<file path="config.mk">
export PLATFORM = sky130hd
export DESIGN_NAME = cpu
export DESIGN_NICKNAME = d
export VERILOG_FILES = /design/src/rtl/cpu_pkg.sv /design/src/rtl/cpu_alu.sv /design/src/rtl/cpu.sv
export SDC_FILE = /design/constraint.sdc
export NUM_CORES = 1
export LEC_CHECK = 0
export CAP_MARGIN = 20
export CORE_ASPECT_RATIO = 1.4
export CORE_MARGIN = 5
export CORE_UTILIZATION = 50
export DETAILED_ROUTE_END_ITERATION = 10
export GPL_ROUTABILITY_DRIVEN = 0
export GPL_TIMING_DRIVEN = 0
export HOLD_SLACK_MARGIN = 0.15
export PLACE_DENSITY = 0.69
export SYNTH_ARGS = -nofsm -noshare
export SYNTH_HDL_FRONTEND = slang
export SYNTH_SLANG_ARGS = --single-unit
</file>
<file path="constraint.sdc">
create_clock -name clk -period 3.6 [get_ports clk]
set_input_delay 0.72 -clock clk [delete_from_list [all_inputs] [get_ports clk]]
set_output_delay 0.72 -clock clk [all_outputs]
set_load 0.03 [all_outputs]
</file>
<file path="src/rtl/cpu_pkg.sv">
// Shared definitions for the execute-stage ALU core: width, opcodes, flag bundle.
package cpu_pkg;

  localparam int unsigned WIDTH = 8;

  localparam logic [7:0] OP_AND   = 8'h00;
  localparam logic [7:0] OP_OR    = 8'h01;
  localparam logic [7:0] OP_XOR   = 8'h02;
  localparam logic [7:0] OP_NOT   = 8'h03;
  localparam logic [7:0] OP_ADD   = 8'h04;
  localparam logic [7:0] OP_SUB   = 8'h05;
  localparam logic [7:0] OP_ADC   = 8'h06;
  localparam logic [7:0] OP_SBB   = 8'h07;
  localparam logic [7:0] OP_INC   = 8'h08;
  localparam logic [7:0] OP_DEC   = 8'h09;
  localparam logic [7:0] OP_SHL   = 8'h0A;
  localparam logic [7:0] OP_SHR   = 8'h0B;
  localparam logic [7:0] OP_ASR   = 8'h0C;
  localparam logic [7:0] OP_ROL   = 8'h0D;
  localparam logic [7:0] OP_ROR   = 8'h0E;
  localparam logic [7:0] OP_CMP   = 8'h0F;
  localparam logic [7:0] OP_PASSB = 8'h10;

  typedef struct packed {
    logic zero;
    logic carry;
    logic negative;
  } flags_t;

endpackage

</file>
<file path="src/rtl/cpu_alu.sv">
// Combinational ALU: next result, next flags and result write-enable (low for CMP).
module cpu_alu
  import cpu_pkg::*;
#(
  parameter int unsigned WIDTH = cpu_pkg::WIDTH
) (
  input  logic [7:0]       opcode,
  input  logic [WIDTH-1:0] a,
  input  logic [WIDTH-1:0] b,
  input  logic             carry_in,
  output logic [WIDTH-1:0] next_result,
  output flags_t           next_flags,
  output logic             result_we
);

  logic [WIDTH:0]   wide;
  logic [WIDTH-1:0] res;
  logic             cout;

  // Operation select; res is also the flag source (CMP's difference is simply not written back).
  always_comb begin
    wide      = '0;
    res       = '0;
    cout      = 1'b0;
    result_we = 1'b1;
    case (opcode)
      OP_AND:   res = a & b;
      OP_OR:    res = a | b;
      OP_XOR:   res = a ^ b;
      OP_NOT:   res = ~a;
      OP_ADD: begin
        wide = {1'b0, a} + {1'b0, b};
        res  = wide[WIDTH-1:0];
        cout = wide[WIDTH];
      end
      OP_SUB, OP_CMP: begin
        wide      = {1'b0, a} - {1'b0, b};
        res       = wide[WIDTH-1:0];
        cout      = wide[WIDTH];
        result_we = (opcode != OP_CMP);
      end
      OP_ADC: begin
        wide = {1'b0, a} + {1'b0, b} + {{WIDTH{1'b0}}, carry_in};
        res  = wide[WIDTH-1:0];
        cout = wide[WIDTH];
      end
      OP_SBB: begin
        wide = {1'b0, a} - {1'b0, b} - {{WIDTH{1'b0}}, carry_in};
        res  = wide[WIDTH-1:0];
        cout = wide[WIDTH];
      end
      OP_INC: begin
        res  = a + {{(WIDTH-1){1'b0}}, 1'b1};
        cout = (a == '1);
      end
      OP_DEC: begin
        res  = a - {{(WIDTH-1){1'b0}}, 1'b1};
        cout = (a == '0);
      end
      OP_SHL: begin
        res  = {a[WIDTH-2:0], 1'b0};
        cout = a[WIDTH-1];
      end
      OP_SHR: begin
        res  = {1'b0, a[WIDTH-1:1]};
        cout = a[0];
      end
      OP_ASR: begin
        res  = {a[WIDTH-1], a[WIDTH-1:1]};
        cout = a[0];
      end
      OP_ROL: begin
        res  = {a[WIDTH-2:0], a[WIDTH-1]};
        cout = a[WIDTH-1];
      end
      OP_ROR: begin
        res  = {a[0], a[WIDTH-1:1]};
        cout = a[0];
      end
      OP_PASSB: res = b;
      default:  res = '0;
    endcase
    next_result         = res;
    next_flags.zero     = (res == '0);
    next_flags.carry    = cout;
    next_flags.negative = res[WIDTH-1];
  end

endmodule

</file>
<file path="src/rtl/cpu.sv">
// Execute-stage core: registers ALU result and flags, synchronous reset.
module cpu
  import cpu_pkg::*;
#(
  parameter int unsigned WIDTH = cpu_pkg::WIDTH
) (
  input  logic             clk,
  input  logic             rst,
  input  logic [7:0]       opcode,
  input  logic [WIDTH-1:0] A,
  input  logic [WIDTH-1:0] B,
  output logic [WIDTH-1:0] result,
  output logic             zero,
  output logic             carry,
  output logic             negative
);

  logic [WIDTH-1:0] result_q, result_d, alu_result;
  flags_t           flags_q, flags_d, alu_flags;
  logic             alu_we;

  cpu_alu #(.WIDTH(WIDTH)) u_alu (
    .opcode      (opcode),
    .a           (A),
    .b           (B),
    .carry_in    (flags_q.carry),
    .next_result (alu_result),
    .next_flags  (alu_flags),
    .result_we   (alu_we)
  );

  // Next state: result holds when the op does not write it back.
  always_comb begin
    result_d = alu_we ? alu_result : result_q;
    flags_d  = alu_flags;
  end

  // Output registers; reset overrides any presented op.
  always_ff @(posedge clk) begin
    if (rst) begin
      result_q <= '0;
      flags_q  <= '0;
    end else begin
      result_q <= result_d;
      flags_q  <= flags_d;
    end
  end

  assign result   = result_q;
  assign zero     = flags_q.zero;
  assign carry    = flags_q.carry;
  assign negative = flags_q.negative;

endmodule

</file>
======== Word level (Yosys, flattened, before mapping) ========
Cells that the tools add are included.
word-level totals
  bits in registers ....................... 11
  bits in latches ......................... 0
  bits in writable memories ............... 0
  ROM bits ................................ 0
  input port bits ......................... 26
  output and inout bits ................... 11
  word-level logic and storage cells ...... 41
  memories ................................ 0
operators by class
  $add $sub $neg .......................... 6
  $mul .................................... 0
  divide/modulo/power cells ............... 0
  order comparisons ....................... 0
  equal/unequal tests ..................... 18
  shifts and indexed selects .............. 0
  multiplexer cells ....................... 3
  bitwise gates (word level) .............. 4
  reduce and logical (&&, ||, !) cells .... 6
operators by type and width
  cell                                                                   number
  8-bit one-hot mux with 16 select lines                                 1
  8-bit by 4-bit equality test with 1-bit output, second input constant  8
  8-bit by 3-bit equality test with 1-bit output, second input constant  4
  8-bit zero test                                                        3
  8-bit by 2-bit equality test with 1-bit output, second input constant  2
  8-bit by 8-bit adder with 9-bit output                                 1
  9-bit by 1-bit adder with 9-bit output                                 1
  8-bit by 8-bit subtractor with 9-bit output                            1
  9-bit by 1-bit subtractor with 9-bit output                            1
  8-bit by 1-bit adder with 8-bit output, second input constant          1
  8-bit AND                                                              1
  8-bit by 1-bit equality test with 1-bit output, second input constant  1
  8-bit by 5-bit equality test with 1-bit output, second input constant  1
  8-bit equality test, second input constant                             1
  8-bit by 4-bit != test with 1-bit output, second input constant        1
  8-bit inverter                                                         1
  8-bit OR                                                               1
  1-bit one-hot mux with 8 select lines                                  1
  8-bit by 1-bit subtractor with 8-bit output, second input constant     1
  8-bit XOR                                                              1
  2-bit OR reduction                                                     2
  3-bit OR reduction                                                     1
  1-bit 2-to-1 mux                                                       1

======== Depth between registers and ports, before layout ========
  depth after elaboration ................. 4
  depth in mapped cells ................... 15
  depth with buffers taken out ............ 14

======== Cells and area by module ========
A second synthesis with hierarchy kept.
second synthesis, totals
  cell total of the unflattened synthesis .. 383
  area total of the unflattened synthesis .. 2997.9 um^2
by module, submodules not included
  module   times used  cells an instance  area each (um^2)  sequential area each (um^2)
  cpu_alu  1           351                2632.5            0.0
  cpu      1           32                 365.4             220.2

======== Worst setup path after synthesis ========
Ideal clock, no wire load.
  path kind ............................... input -> register
  start ................................... input port opcode[5]
  end ..................................... register flags_q, in the netlist zero
  setup time .............................. 0.061 ns
  data arrival time ....................... 3.335 ns
  required time ........................... 3.539 ns
  path slack .............................. 0.204 ns
  cell stages on the path ................. 13
  buffers on the path ..................... 0
  cells stage by stage .................... nor4_2 and3_1 nand2_1 inv_1 ha_1 a211oi_1 o21bai_1 a21oi_1 o21ai_0 xnor2_1 nor2_1 a211oi_2 and4_1
between the ends
  word-level cells in the longest chain between the ends .. 4
  elaborated cells on any way between the ends .. 20
  those cells by class .................... eq/ne: 16; mux: 1; reduce/logical: 3
RTL lines
  item                                                                                                              RTL line       text
  from (decl)                                                                                                       cpu.sv:9       input logic [7:0] opcode,
  8-bit by 3-bit equality test with 1-bit output or 8-bit by 4-bit equality test with 1-bit output (tied branches)  cpu_alu.sv:26  case (opcode)
  2-bit OR reduction                                                                                                cpu_alu.sv:26
  8-bit one-hot mux with 16 select lines (*)                                                                        cpu_alu.sv:26
  8-bit zero test (*)                                                                                               cpu_alu.sv:84  next_flags.zero = (res == '0);
  to (signal assigned)                                                                                              cpu.sv:45      flags_q <= flags_d;
  to (decl)                                                                                                         cpu.sv:19      flags_t flags_q, flags_d, alu_flags;
Mark *: on every way between the ends. The rest lies on a longest branch, timed or not.
A chain may end at the register's enable or synchronous reset.

======== Worst setup path after layout ========
  start ................................... input port A[0]
  end ..................................... register flags_q, in the netlist zero
between the ends
  word-level cells in the longest chain between the ends .. 4
  elaborated cells on any way between the ends .. 12
  those cells by class .................... add/sub: 6; mux: 1; bitwise: 4; reduce/logical: 1
RTL lines
  item                                                                                                   RTL line                      text
  from (decl)                                                                                            cpu.sv:10                     input logic [WIDTH-1:0] A,
  8-bit by 8-bit subtractor with 9-bit output or 8-bit by 8-bit adder with 9-bit output (tied branches)  --
  9-bit by 1-bit subtractor with 9-bit output or 9-bit by 1-bit adder with 9-bit output (tied branches)  cpu_alu.sv:48, cpu_alu.sv:43
  8-bit one-hot mux with 16 select lines (*)                                                             cpu_alu.sv:26
  8-bit zero test (*)                                                                                    cpu_alu.sv:84
Marks and branches as above.

==> qor.csv <==
metric,value,unit
status,"complete, no violations",
maxCapViolations,0,
worstPathArrival,3.66,ns
hold_viol,0,
yosysUniqueCellTypes,72,
p_leak,1.54,nW
path_delay_family,adder cells,
detail_route.vias_per_cell,6.40,
placement.io_buffers,35,
combinationalPowerShare,0.627,
mostFrequentLayoutCells,"sky130_fd_sc_hd__nor2_1, sky130_fd_sc_hd__inv_1, sky130_fd_sc_hd__ha_1",
timing.final.max_slew_violations,0,
rsz_0062_raised_after_global_routing,false,
routed_wl,9470,microns
cts-htree-levels,1,
power.share.clock,0.185,
hold_start,result[4]$_SDFFE_PP0P_,
cts_buffers,3,
synthesis.area,2880,sq um
ios,37,
grt_first_pass_wirelength,15200,microns
worst_setup_path_startpoint,A[0],
grt_max_degree,11,
tritoncts,done,
clkLatencyLatePin,0.24,ns
tightest_slew,0.651,ns
layout-drive-gt1-share,0.200,
timing.final.crit_share,0.966,
p_per_area,187,nW/um^2
n_antenna_cell,0,
worstSetupStartpointType,input pin,
library_cell_contributing_the_largest_single_delay_on_the_critical_path,sky130_fd_sc_hd__fa_2,
netlist_instances,376,
synth_enable_flop_cells,0,
clock_sink_count,11,
largest_buffer_count_on_any_clock_path,2,
sequentialPowerShare,0.188,
hp-class,register to register,
groute.usage.overall,0.261,
asyncSetResetFlopFracSynth,0,
timing.rr.start,carry$_SDFF_PP0_,
dominant_register_cell_in_the_synthesized_netlist,sky130_fd_sc_hd__dfxtp_1,
p_int,0.381,mW
detail_route.iter0.violations,253,
fp-row-count,32,
final-instance-count-excl-fill,489,
vias_in_the_first_global_route,3084,
drt_first_pass_iters,5,
die_width,74.1,microns
syn-num-nets,439,
detail-route-antenna-nets,0,
initial_core_util,0.518,
register_bit_total_from_synthesis,11,
placed_cells,479,
drc,0,
clk_root_buffer_cell,sky130_fd_sc_hd__clkbuf_8,
number_of_antenna_violations_at_the_first_check_in_global_routing,0,
die_area,7400,sq um
path_common_cell,sky130_fd_sc_hd__inv_1,
net-switching-power,0.294,mW
most_common_cell_after_layout_fill_and_taps_aside,sky130_fd_sc_hd__nor2_1,
core,5570,sq um
timing.critical_path.cells,"dlygate4sd2_1, clkbuf_8, inv_2, ha_4, inv_1, fa_2, inv_1, ha_1, xnor2_1, a21oi_1, o21ai_0, a211o_1, nor4b_2, and3_1, and4_1",
wl_per_cell,19.4,microns
grt_overflow_total,0,
ir_worst_vdd,102,uV
areaGrowthSynthToFinish,25.1,%
final_nets,485,
timing.critical_path.buf_inv,5,
slowest_delay,0.56,ns
dpl_worst_slack,-1.10,ns
synth_sequential_area_ratio,0.0765,
finalCriticalPeriod,3.48,ns
cts.clk_slew.worst_paths,0.05,ns
die_ht,99.8,microns
vias,3128,
synth_area_per_cell,7.66,sq um
fillers,501,
cts.hold.buffers_added,0,
maxClockFrequency,0.287,GHz
critical_path.endpoint_type,register,
hpwl,7410,microns
yosysWarnings,0,
timing.slew.headroom,0.564,
power_switching_share,0.436,
setup-violations-final,0,
layout_setup_ws,0.121,ns
worst_clock_skew,0.000486,ns
critical_path_peak_fanout,3,
finalSetupTns,0,ns
critical_path_class,input pin to register,
critical_path_data_required_time,3.78,ns
-- worst paths after layout --
kind | to | slack (ns) | cells past startpoint
hold / removal | result[4]$_SDFFE_PP0P_ | 0.50 | 2
hold reg to reg | result[4]$_SDFFE_PP0P_ | 0.50 | 2
setup reg to reg | zero$_SDFF_PP0_ | 1.28 | 9
setup / recovery | zero$_SDFF_PP0_ | 0.12 | 15
-- kinds of logic after synthesis --
family,count (synthesis),synth area share
buffers and inverters,54,0.0765
adder cells (fa/ha/maj),37,0.169
XOR/XNOR,25,0.0760
multiplexers,15,0.0808
AO/OA/AOI/OAI,100,0.267
flip-flops,11,0.0765
AND/OR/NAND/NOR,134,0.255
-- sequential cells by signal, indices dropped and copies added, names as in the netlist --
signal    flops
result        8
carry         1
zero          1
negative      1
-- metrics by stage --
| step | hold slack, ns | area, sq um | util | total power [mW] |
|---|---|---|---|---|
| 6_report | 0.497 | 3600 | 0.647 | 0.675 |
| 2_1_floorplan | 0.620 | 2880 | - | 0.392 |
| 3_3_place_gp | 0.477 | 3320 | 0.596 | 0.506 |
| 5_1_grt | 0.521 | 3600 | 0.647 | 0.717 |
| 3_5_place_dp | 0.489 | 3320 | 0.596 | 0.512 |
| 4_1_cts | 0.500 | 3510 | 0.631 | 0.652 |
-- worst min-delay path, stage by stage, from the launching register on --
cell	delay (ns)
sky130_fd_sc_hd__dfxtp_1	0.30
sky130_fd_sc_hd__nor2_1	0.09
sky130_fd_sc_hd__a211oi_1	0.05
-- repair_timing --
action                     CTS  global route
hold endpoints to repair     0             0
gates resized for setup     59            22
setup endpoints to repair    9             6
pin swaps                   13            14
setup buffers                5             1
-- synth_stat cells, types with 3 or more instances --
cell type / number / area [sq um]
sky130_fd_sc_hd__buf_2: 8 / 40.0
sky130_fd_sc_hd__nand2_1: 23 / 86.3
sky130_fd_sc_hd__a31oi_1: 4 / 25.0
sky130_fd_sc_hd__a22oi_1: 3 / 22.5
sky130_fd_sc_hd__o211ai_1: 3 / 22.5
sky130_fd_sc_hd__a21oi_1: 17 / 85.1
sky130_fd_sc_hd__and3_1: 5 / 31.3
sky130_fd_sc_hd__mux4_2: 5 / 113
sky130_fd_sc_hd__a221oi_1: 5 / 43.8
sky130_fd_sc_hd__nand4_1: 8 / 50.1
sky130_fd_sc_hd__o21ai_0: 10 / 50.1
sky130_fd_sc_hd__a2bb2oi_1: 3 / 26.3
sky130_fd_sc_hd__nor3_1: 6 / 30.0
sky130_fd_sc_hd__nand3_1: 14 / 70.1
sky130_fd_sc_hd__o32ai_1: 3 / 26.3
sky130_fd_sc_hd__nand2b_1: 4 / 25.0
sky130_fd_sc_hd__mux2_2: 3 / 33.8
sky130_fd_sc_hd__a211oi_1: 12 / 90.1
sky130_fd_sc_hd__inv_1: 34 / 128
sky130_fd_sc_hd__and2_1: 3 / 18.8
sky130_fd_sc_hd__nor4_1: 4 / 25.0
sky130_fd_sc_hd__fa_1: 3 / 60.1
sky130_fd_sc_hd__or2_1: 3 / 18.8
sky130_fd_sc_hd__o21bai_1: 4 / 30.0
sky130_fd_sc_hd__a211o_1: 5 / 43.8
sky130_fd_sc_hd__clkbuf_1: 7 / 26.3
sky130_fd_sc_hd__xor2_1: 14 / 123
sky130_fd_sc_hd__mux2i_1: 6 / 60.1
sky130_fd_sc_hd__nor2b_1: 5 / 31.3
sky130_fd_sc_hd__xnor2_1: 11 / 96.3
sky130_fd_sc_hd__dfxtp_1: 11 / 220
sky130_fd_sc_hd__nor3b_1: 5 / 37.5
sky130_fd_sc_hd__nor2_1: 35 / 131
sky130_fd_sc_hd__ha_1: 34 / 425
sky130_fd_sc_hd__nor3_2: 3 / 30.0
-- metal layers --
layer	wire, microns	track usage	up-vias
met4	458	0.142	0
met2	4710	0.443	129
met3	646	0.0331	36
met5	0	0	-
met1	3650	0.311	1477
li1	-	-	1486
-- cell type report --
cell class	count	area (sq um)	area share
Multi-Input combinational cell	311	2620	0.727
Timing Repair Buffer	41	387	0.107
Sequential cell	11	220	0.0611
Inverter	36	135	0.0375
Buffer	18	111	0.0309
Tap cell	68	85.1	0.0236
Clock buffer	4	45.0	0.0125
-- power by group through the flow --
stage          clock, mW  sequential [mW]  combinational [mW]
6_report           0.125            0.127               0.423
2_1_floorplan          0            0.136               0.256
4_1_cts            0.126            0.127               0.399
3_3_place_gp           0            0.129               0.377
5_1_grt            0.133            0.127               0.457
3_5_place_dp           0            0.129               0.383
Note: power is estimated with default switching activity, not from simulation.
